[src/rtl/operand_entry_pkg.sv]
// Purpose: shared types and defaults for the operand entry block.
// Latency: n/a (types and constants only).
// Backpressure: n/a.
//
// Contents: state_t (FSM state encoding shown on LEDs/HEX) and the default
// debounce length (20 ms at the 50 MHz board clock).
package operand_entry_pkg;

    localparam int unsigned DEBOUNCE_CYCLES_DEFAULT = 1000000;

    // 2'd3 is not a legal state; the FSM steers it back to ST_ENTER_A.
    typedef enum logic [1:0] {
        ST_ENTER_A = 2'd0,
        ST_ENTER_B = 2'd1,
        ST_DONE    = 2'd2
    } state_t;

endpackage

[src/rtl/operand_entry_key_debounce.sv]
// Purpose: synchronise and debounce one active-low pushbutton; emit a one-cycle press pulse.
// Latency: press pulse is visible DEBOUNCE_CYCLES+2 cycles after a clean key-down edge.
// Backpressure: none; the key is sampled every cycle and the pulse is never held.
//
// Ports:
//   clk, reset : clock and asynchronous active-high reset
//   key_n      : raw pushbutton level, active-low, asynchronous and bouncy
//   press      : registered one-cycle pulse when the debounced level falls 1 -> 0
module key_debounce
    import operand_entry_pkg::*;
#(
    parameter int unsigned DEBOUNCE_CYCLES = DEBOUNCE_CYCLES_DEFAULT
) (
    input  logic clk,
    input  logic reset,
    input  logic key_n,
    output logic press
);

    localparam int unsigned CW = $clog2(DEBOUNCE_CYCLES + 1);
    // The counter counts disagreeing cycles already seen; the cycle in which
    // it reads DEBOUNCE_CYCLES-1 is the last one needed to accept the change.
    localparam logic [CW-1:0] CNT_LAST = CW'(DEBOUNCE_CYCLES - 1);

    logic          sync_meta;
    logic          sync_lvl;
    logic          level;
    logic [CW-1:0] cnt;

    always_ff @(posedge clk or posedge reset) begin
        if (reset) begin
            sync_meta <= 1'b1;
            sync_lvl  <= 1'b1;
            level     <= 1'b1;
            cnt       <= '0;
            press     <= 1'b0;
        end else begin
            sync_meta <= key_n;
            sync_lvl  <= sync_meta;
            press     <= 1'b0;
            if (sync_lvl == level) begin
                // Any agreeing cycle restarts the stability window.
                cnt <= '0;
            end else if (cnt == CNT_LAST) begin
                cnt   <= '0;
                level <= sync_lvl;
                // Only the falling (pressed) transition produces an event.
                press <= ~sync_lvl;
            end else begin
                cnt <= cnt + 1'b1;
            end
        end
    end

endmodule

[src/rtl/operand_entry.sv]
// Purpose: capture two operands from slide switches on debounced ENTER presses, CLEAR resets them.
// Latency: a/b/load_pulse update one cycle after the debounced press pulse.
// Backpressure: none; the downstream adder is combinational and always accepts.
//
// Ports:
//   clk, reset   : 50 MHz clock, asynchronous active-high reset
//   sw           : raw slide switches, sampled directly at capture time
//   key_enter_n  : raw ENTER pushbutton (active-low)
//   key_clear_n  : raw CLEAR pushbutton (active-low)
//   a, b         : registered operands for the adder
//   ab_valid     : high while both operands are held (DONE)
//   state        : FSM state encoding for the display
//   load_pulse   : one-cycle pulse coincident with a capture into a or b
module operand_entry
    import operand_entry_pkg::*;
#(
    parameter int unsigned DEBOUNCE_CYCLES = DEBOUNCE_CYCLES_DEFAULT,
    parameter int unsigned WIDTH           = 3
) (
    input  logic             clk,
    input  logic             reset,
    input  logic [WIDTH-1:0] sw,
    input  logic             key_enter_n,
    input  logic             key_clear_n,
    output logic [WIDTH-1:0] a,
    output logic [WIDTH-1:0] b,
    output logic             ab_valid,
    output logic [1:0]       state,
    output logic             load_pulse
);

    logic   enter_press;
    logic   clear_press;
    state_t state_q;

    key_debounce #(.DEBOUNCE_CYCLES(DEBOUNCE_CYCLES)) u_enter_deb (
        .clk   (clk),
        .reset (reset),
        .key_n (key_enter_n),
        .press (enter_press)
    );

    key_debounce #(.DEBOUNCE_CYCLES(DEBOUNCE_CYCLES)) u_clear_deb (
        .clk   (clk),
        .reset (reset),
        .key_n (key_clear_n),
        .press (clear_press)
    );

    // sw is deliberately not synchronised: switches are static while a key
    // is being pressed, so a metastable capture is not a practical concern.
    always_ff @(posedge clk or posedge reset) begin
        if (reset) begin
            state_q    <= ST_ENTER_A;
            a          <= '0;
            b          <= '0;
            ab_valid   <= 1'b0;
            load_pulse <= 1'b0;
        end else begin
            load_pulse <= 1'b0;
            ab_valid   <= 1'b0;
            if (clear_press) begin
                // Clear has priority over a simultaneous enter and is not a load.
                a       <= '0;
                b       <= '0;
                state_q <= ST_ENTER_A;
            end else begin
                case (state_q)
                    ST_ENTER_A: begin
                        if (enter_press) begin
                            a          <= sw;
                            state_q    <= ST_ENTER_B;
                            load_pulse <= 1'b1;
                        end
                    end
                    ST_ENTER_B: begin
                        if (enter_press) begin
                            b          <= sw;
                            state_q    <= ST_DONE;
                            load_pulse <= 1'b1;
                            ab_valid   <= 1'b1;
                        end
                    end
                    ST_DONE: begin
                        if (enter_press) begin
                            // Start a new calculation: a is the new first operand.
                            a          <= sw;
                            b          <= '0;
                            state_q    <= ST_ENTER_B;
                            load_pulse <= 1'b1;
                        end else begin
                            ab_valid <= 1'b1;
                        end
                    end
                    default: state_q <= ST_ENTER_A;
                endcase
            end
        end
    end

    assign state = state_q;

endmodule

[config.mk]
export PLATFORM = sky130hd
export DESIGN_NAME = operand_entry
export DESIGN_NICKNAME = d
export VERILOG_FILES = /design/src/rtl/operand_entry_pkg.sv /design/src/rtl/operand_entry_key_debounce.sv /design/src/rtl/operand_entry.sv
export SDC_FILE = /design/constraint.sdc
export NUM_CORES = 1
export LEC_CHECK = 0
export BUFFER_PORTS_ARGS = -buffer_cell sky130_fd_sc_hd__buf_2
export CAP_MARGIN = 10
export CORE_MARGIN = 5
export CORE_UTILIZATION = 50
export CTS_CLUSTER_DIAMETER = 40
export DETAILED_ROUTE_END_ITERATION = 8
export GPL_TIMING_DRIVEN = 0
export PLACE_DENSITY = 0.79
export SLEW_MARGIN = 20
export SYNTH_ARGS = -nofsm -noshare
export SYNTH_HDL_FRONTEND = slang
export SYNTH_SLANG_ARGS = --single-unit
[constraint.sdc]
create_clock -name clk -period 4.9 [get_ports clk]
set_input_delay 0.49 -clock clk [delete_from_list [all_inputs] [get_ports clk]]
set_output_delay 0.49 -clock clk [all_outputs]
set_load 0.05 [all_outputs]
* After elaboration in Yosys (flattened, before gate mapping)
Index checks and enable logic that the tools add are counted.
** Word-level totals
- Flip-flop bits (word level) :: 58
- Word-level logic and storage cells :: 65
** Operators by class
- Add/subtract/negate cells :: 2
- Equality and inequality tests :: 9
- Mux-type cells :: 24
- Bitwise operators :: 4
- Reduce and logical (&&, ||, !) cells :: 11
** Operators with widths (count)
- 20-bit two-way mux :: 4
- 20-bit by 1-bit adder with 20-bit output (second input constant) :: 2
- 20-bit equality test (second input constant) :: 2
- 3-bit two-way mux :: 5
- 1-bit two-way mux :: 9
- 3-bit by 1-bit != test with 1-bit output (second input constant) :: 3
- 2-bit AND reduction :: 4
- 2-bit two-way mux :: 3
- 3-bit case mux with 2 select lines :: 1
- 1-bit NOT :: 4
- 2-bit case mux with 2 select lines :: 1
- 2-bit nonzero test :: 2
- 3-bit AND reduction :: 1
- 3-bit nonzero test :: 1
- 3-bit OR reduction :: 1
- 1-bit equality test :: 2
- 2-bit by 1-bit equality test with 1-bit output (second input constant) :: 1
- 2-bit equality test (second input constant) :: 1
- 2-bit logical NOT :: 1
- 1-bit case mux with 2 select lines :: 1
- 2-bit OR reduction :: 1

* Depth between registers and ports, before layout
- Word-level depth :: 4
- Gate-level depth with buffers :: 6
- Gate-level depth less buffers :: 6

* Hierarchy
A second synthesis with hierarchy kept.
** Unflattened totals
- Cell total of the unflattened synthesis :: 256
- Area total of the unflattened synthesis :: 2760.1 um^2
** By module, submodules not included
- key_debounce at u_enter_deb :: times used 1, cells an instance 108, area each 1192.4 um^2, seq. area each 604.3 um^2
- key_debounce at u_clear_deb :: times used 1, cells an instance 110, area each 1149.9 um^2, seq. area each 604.3 um^2
- operand_entry :: times used 1, cells an instance 38, area each 417.9 um^2, seq. area each 250.2 um^2

* Worst setup path after synthesis
No wires, ideal clock.
- Path kind :: register to register
- Start :: reg u_enter_deb.cnt[0]
- End :: reg u_enter_deb.cnt[18]
- Setup time :: 0.073 ns
- Arrival :: 1.879 ns
- Data required time :: 4.827 ns
- Path slack :: 2.948 ns
- Stages on the path, launching flop included :: 7
- Path buffers :: 1
- Period minus slack after synthesis :: 1.952 ns
- Cell sequence :: dfrtp_1 ha_1 nand2_1 or4_1 buf_2 or4_4 a21oi_2
** Between the ends
- Cells in the longest elaborated chain, start to end :: 3
** RTL lines
- start: declaration :: RTL line operand_entry_key_debounce.sv:28 : logic [CW-1:0] cnt;
- start signal: assignment :: RTL line operand_entry_key_debounce.sv:50 : cnt <= cnt + 1'b1;
- 20-bit by 1-bit adder with 20-bit output / 20-bit equality test (equally long branches) :: RTL line operand_entry_key_debounce.sv:50, operand_entry_key_debounce.sv:44
- 20-bit two-way mux (*) :: RTL line operand_entry_key_debounce.sv:44 : end else if (cnt == CNT_LAST) begin
- 20-bit two-way mux (*) :: RTL line operand_entry_key_debounce.sv:41 : if (sync_lvl == level) begin
Mark *: on every way between the ends. The rest lies on a longest branch, timed or not.
A chain may end at the register's enable or synchronous reset.

* Worst setup path in the final report
- Start :: reg u_clear_deb.cnt[11]
- End :: reg u_clear_deb.cnt[5]
** Between the ends
- Cells in the longest elaborated chain, start to end :: 3
** RTL lines (RTL line)
- start: declaration :: operand_entry_key_debounce.sv:28
- start signal: assignment :: operand_entry_key_debounce.sv:50
- 20-bit equality test :: operand_entry_key_debounce.sv:44
- 20-bit two-way mux :: operand_entry_key_debounce.sv:44
- 20-bit two-way mux :: operand_entry_key_debounce.sv:41
No other way between the ends.

==> run_results.csv <==
group,metric,value,unit
sta,finalCritPeriodShare,45.4,%
yosys,async_reset_ff_share,100,%
final_layout,nets,314,
global_route,grt_pass1_vias,2067,
global_route,grt_overflow,0,
placement,gp_congestion,0.798,
sta,tns,0,ns
routing,drt-met1-wl,2450,um
sta,grt_setup_unrepaired,"false",
clocking,cts_tree,"done",
yosys,yosysSeqAreaShare,52.8,%
critical_path,worst_setup_path_end_kind,"flop",
yosys,ys_seq_elements,58,
floorplanning,ios,17,
critical_path,cp_max_fo,10,
flow_run,max_cap_viol_count,0,
final_layout,drive_gt1_share,17.3,%
sta,tightest_slew,0.739,ns
pwr,leakage,0.00135,uW
placement,port-buffer-count,16,
pwr,p_per_area,327,mW/mm^2
placement,hpwlAfterDp,3460,um
routing,drc_errors,0,
final_layout,multi_input_area,0.00124,sq mm
sta,timing.fmax,450,MHz
floorplanning,core-area,0.00544,sq mm
global_route,grt_use_total,16.2,%
pwr,peakVddDrop,0.000213,V
clocking,clock_latency,0.33,ns
critical_path,cp_data_arrival_time,2.42,ns
routing,totalWireLength,5100,um
sta,setup_viol,0,
floorplanning,start_util,50.8,%
clocking,cts-root-buf,"clkbuf_8",
clocking,clock-sinks,58,
sta,fin_crit,2.22,ns
routing,wl_per_cell,13.5,um
floorplanning,row_count,27,
routing,post_drt_via_cell_ratio,5.44,
critical_path,required,5.09,ns
clocking,numCtsBuffers,9,
status,status,"completed",
yosys,synth_flop_cell,"dfrtp_1",
yosys,syn_inst,274,
routing,via_count,2056,
routing,wl_met2,2370,um
yosys,syn_area,0.00276,sq mm
routing,drt_iter0_markers,190,
clocking,cts_hold_buf,0,
final_layout,regArea,0.00146,sq mm
final_layout,fillers,478,
routing,wl_met3,215,um
floorplanning,dieArea,0.00711,sq mm
sta,whs,0.262,ns
routing,ant_nets,0,
critical_path,start_kind,"flop",
clocking,path_clk_slew,0.07,ns
clocking,cts_buffer_depth,2,
yosys,synth.distinct_cells,37,
global_route,grt_pass1_wl,9370,um
global_route,grt_max_degree,59,
floorplanning,die_y,84.3,um
floorplanning,chipWidth,84.3,um
yosys,synth.avg_cell_area,10.1,sq um
global_route,antenna_found_initial,0,
yosys,synth_edf_count,0,
sta,final-max-slew-violation-count,0,
hold_path,hold_path_class,"primary input to flop",
clocking,cts_resized,0,
final_layout,num_antenna_cells,0,
routing,maxUsedRoutingLayer,"met4",
yosys,syn-num-nets,287,
critical_path,path_class,"flop to flop",
sta,skew,0.0123,ns
final_layout,area_growth,14.9,%
clocking,cts_htree_levels,3,
yosys,ys_warn_count,0,
sta,slew-limit-headroom,50.4,%
clocking,post_cts_buffers,0,
sta,hold_viol,0,
routing,drt_first_pass_iters,5,
## area by class of cell
class | instances | area share [%]
plain buffers | 7 | 1.06
clock buffers | 12 | 5.21
clock inverters | 4 | 2.29
inverters | 9 | 1.14
multi-input cells | 200 | 39.0
flip-flops and latches | 58 | 46.0
well taps | 72 | 2.84
repair buffers | 16 | 2.52
## sequential cells by signal, indices dropped and copies added (netlist names)
register and flops:
u_enter_deb.level 1, u_enter_deb.press 1, u_enter_deb.cnt 20, u_clear_deb.sync_meta 1, u_enter_deb.sync_lvl 1, u_clear_deb.press 1
a 3, load_pulse 1, ab_valid 1, u_enter_deb.sync_meta 1, u_clear_deb.level 1, state 2
b 3, u_clear_deb.sync_lvl 1, u_clear_deb.cnt 20
## synthesized netlist by cell type (2+ instances only)
cell type | instances | area (sq um)
or3_1 | 9 | 56.3
buf_2 | 3 | 15.0
xnor2_1 | 16 | 140
or4_4 | 2 | 22.5
or4_1 | 8 | 60.1
inv_1 | 9 | 33.8
and3_1 | 6 | 37.5
o31ai_1 | 6 | 45.0
nor2_1 | 40 | 150
mux2_2 | 2 | 22.5
nor3_1 | 6 | 30.0
nor4_1 | 5 | 31.3
o21ai_0 | 10 | 50.1
nand3_1 | 16 | 80.1
nand4_1 | 10 | 62.6
ha_1 | 6 | 75.1
dfrtp_1 | 52 | 1300
nor3b_1 | 2 | 15.0
nand2_1 | 17 | 63.8
dfstp_2 | 6 | 158
mux2i_1 | 4 | 40.0
clkbuf_1 | 3 | 11.3
xor2_1 | 10 | 87.6
a21oi_1 | 12 | 60.1
a21oi_2 | 2 | 17.5
## layer usage
layer / track usage [%] / vias up
met5: 0 / -
met4: 7.34 / 0
met3: 5.10 / 7
met2: 24.7 / 40
met1: 21.3 / 985
li1: - / 1024
## power breakdown
part / total [uW] / leakage (uW) / switching, uW / internal (uW)
Combinational: 34.4 / 0.000468 / 25.2 / 9.15
Sequential: 493 / 0.000762 / 6.05 / 487
Clock: 509 / 0.000119 / 182 / 327
Total: 1040 / 0.00135 / 213 / 824
## critical path: stages, from the launching register on
cell	delay, ns
dfrtp_1	0.42
nor4_1	0.28
nand4_1	0.18
o31ai_2	0.67
clkbuf_1	0.42
nor2_1	0.10
## metrics by stage
| stage | utilization (%) | power [uW] | area (sq um) | std cells | worst slack (ns) |
|---|---|---|---|---|---|
| 3_3_place_gp | 53.9 | 536 | 2930 | 362 | 2.32 |
| 3_5_place_dp | 54.0 | 537 | 2940 | 362 | 2.70 |
| 6_report | 58.3 | 1040 | 3170 | 378 | 2.68 |
| 2_1_floorplan | - | 525 | 2760 | 274 | 2.95 |
| 5_1_grt | 58.3 | 1080 | 3170 | 378 | 2.46 |
| 4_1_cts | 58.3 | 1050 | 3170 | 378 | 2.67 |
## cells by family after synthesis
kind of cell	after synthesis	synth area share [%]
buffers and inverters	16	2.45
DFF	58	52.8
and+or+nand+nor	129	24.4
adders and majority gates	6	2.72
xor gates and xnor gates	26	8.24
muxes	6	2.26
AOI/OAI and AO/OA	33	7.16
## worst paths after layout
check,startpoint,endpoint,slack [ns],cells after the start
setup / recovery,u_clear_deb.cnt[11],u_clear_deb.cnt[5],2.68,5
hold / removal,key_enter_n,u_enter_deb.sync_meta,0.26,1
setup reg to reg,u_clear_deb.cnt[11],u_clear_deb.cnt[5],2.68,5
hold reg to reg,u_clear_deb.sync_meta,u_clear_deb.sync_lvl,0.36,0
max in group asynchronous,reset,u_clear_deb.cnt[10],4.16,2
min in group asynchronous,reset,b[1],0.27,2
## placed cells by master (no fill, tap or decap), types with 2 or more instances in the layout
master | synthesis | layout
dfrtp_1 | 52 | 52
nand3_1 | 16 | 16
nor4_1 | 5 | 5
nand4_1 | 10 | 10
bufinv_16 | 0 | 2
nor3_1 | 6 | 6
ha_1 | 6 | 6
o31ai_1 | 6 | 6
mux2_2 | 2 | 2
nor2_1 | 40 | 40
clkbuf_8 | 0 | 12
a21oi_2 | 2 | 2
buf_2 | 3 | 19
or4_4 | 2 | 2
dfstp_2 | 6 | 6
o21ai_0 | 10 | 10
mux2i_1 | 4 | 4
xnor2_1 | 16 | 16
clkbuf_1 | 3 | 3
nand2_1 | 17 | 17
or4_1 | 8 | 8
inv_1 | 9 | 8
and3_1 | 6 | 6
nor3b_1 | 2 | 2
or3_1 | 9 | 9
xor2_1 | 10 | 10
a21oi_1 | 12 | 12
(Power assumes the default switching activity.)
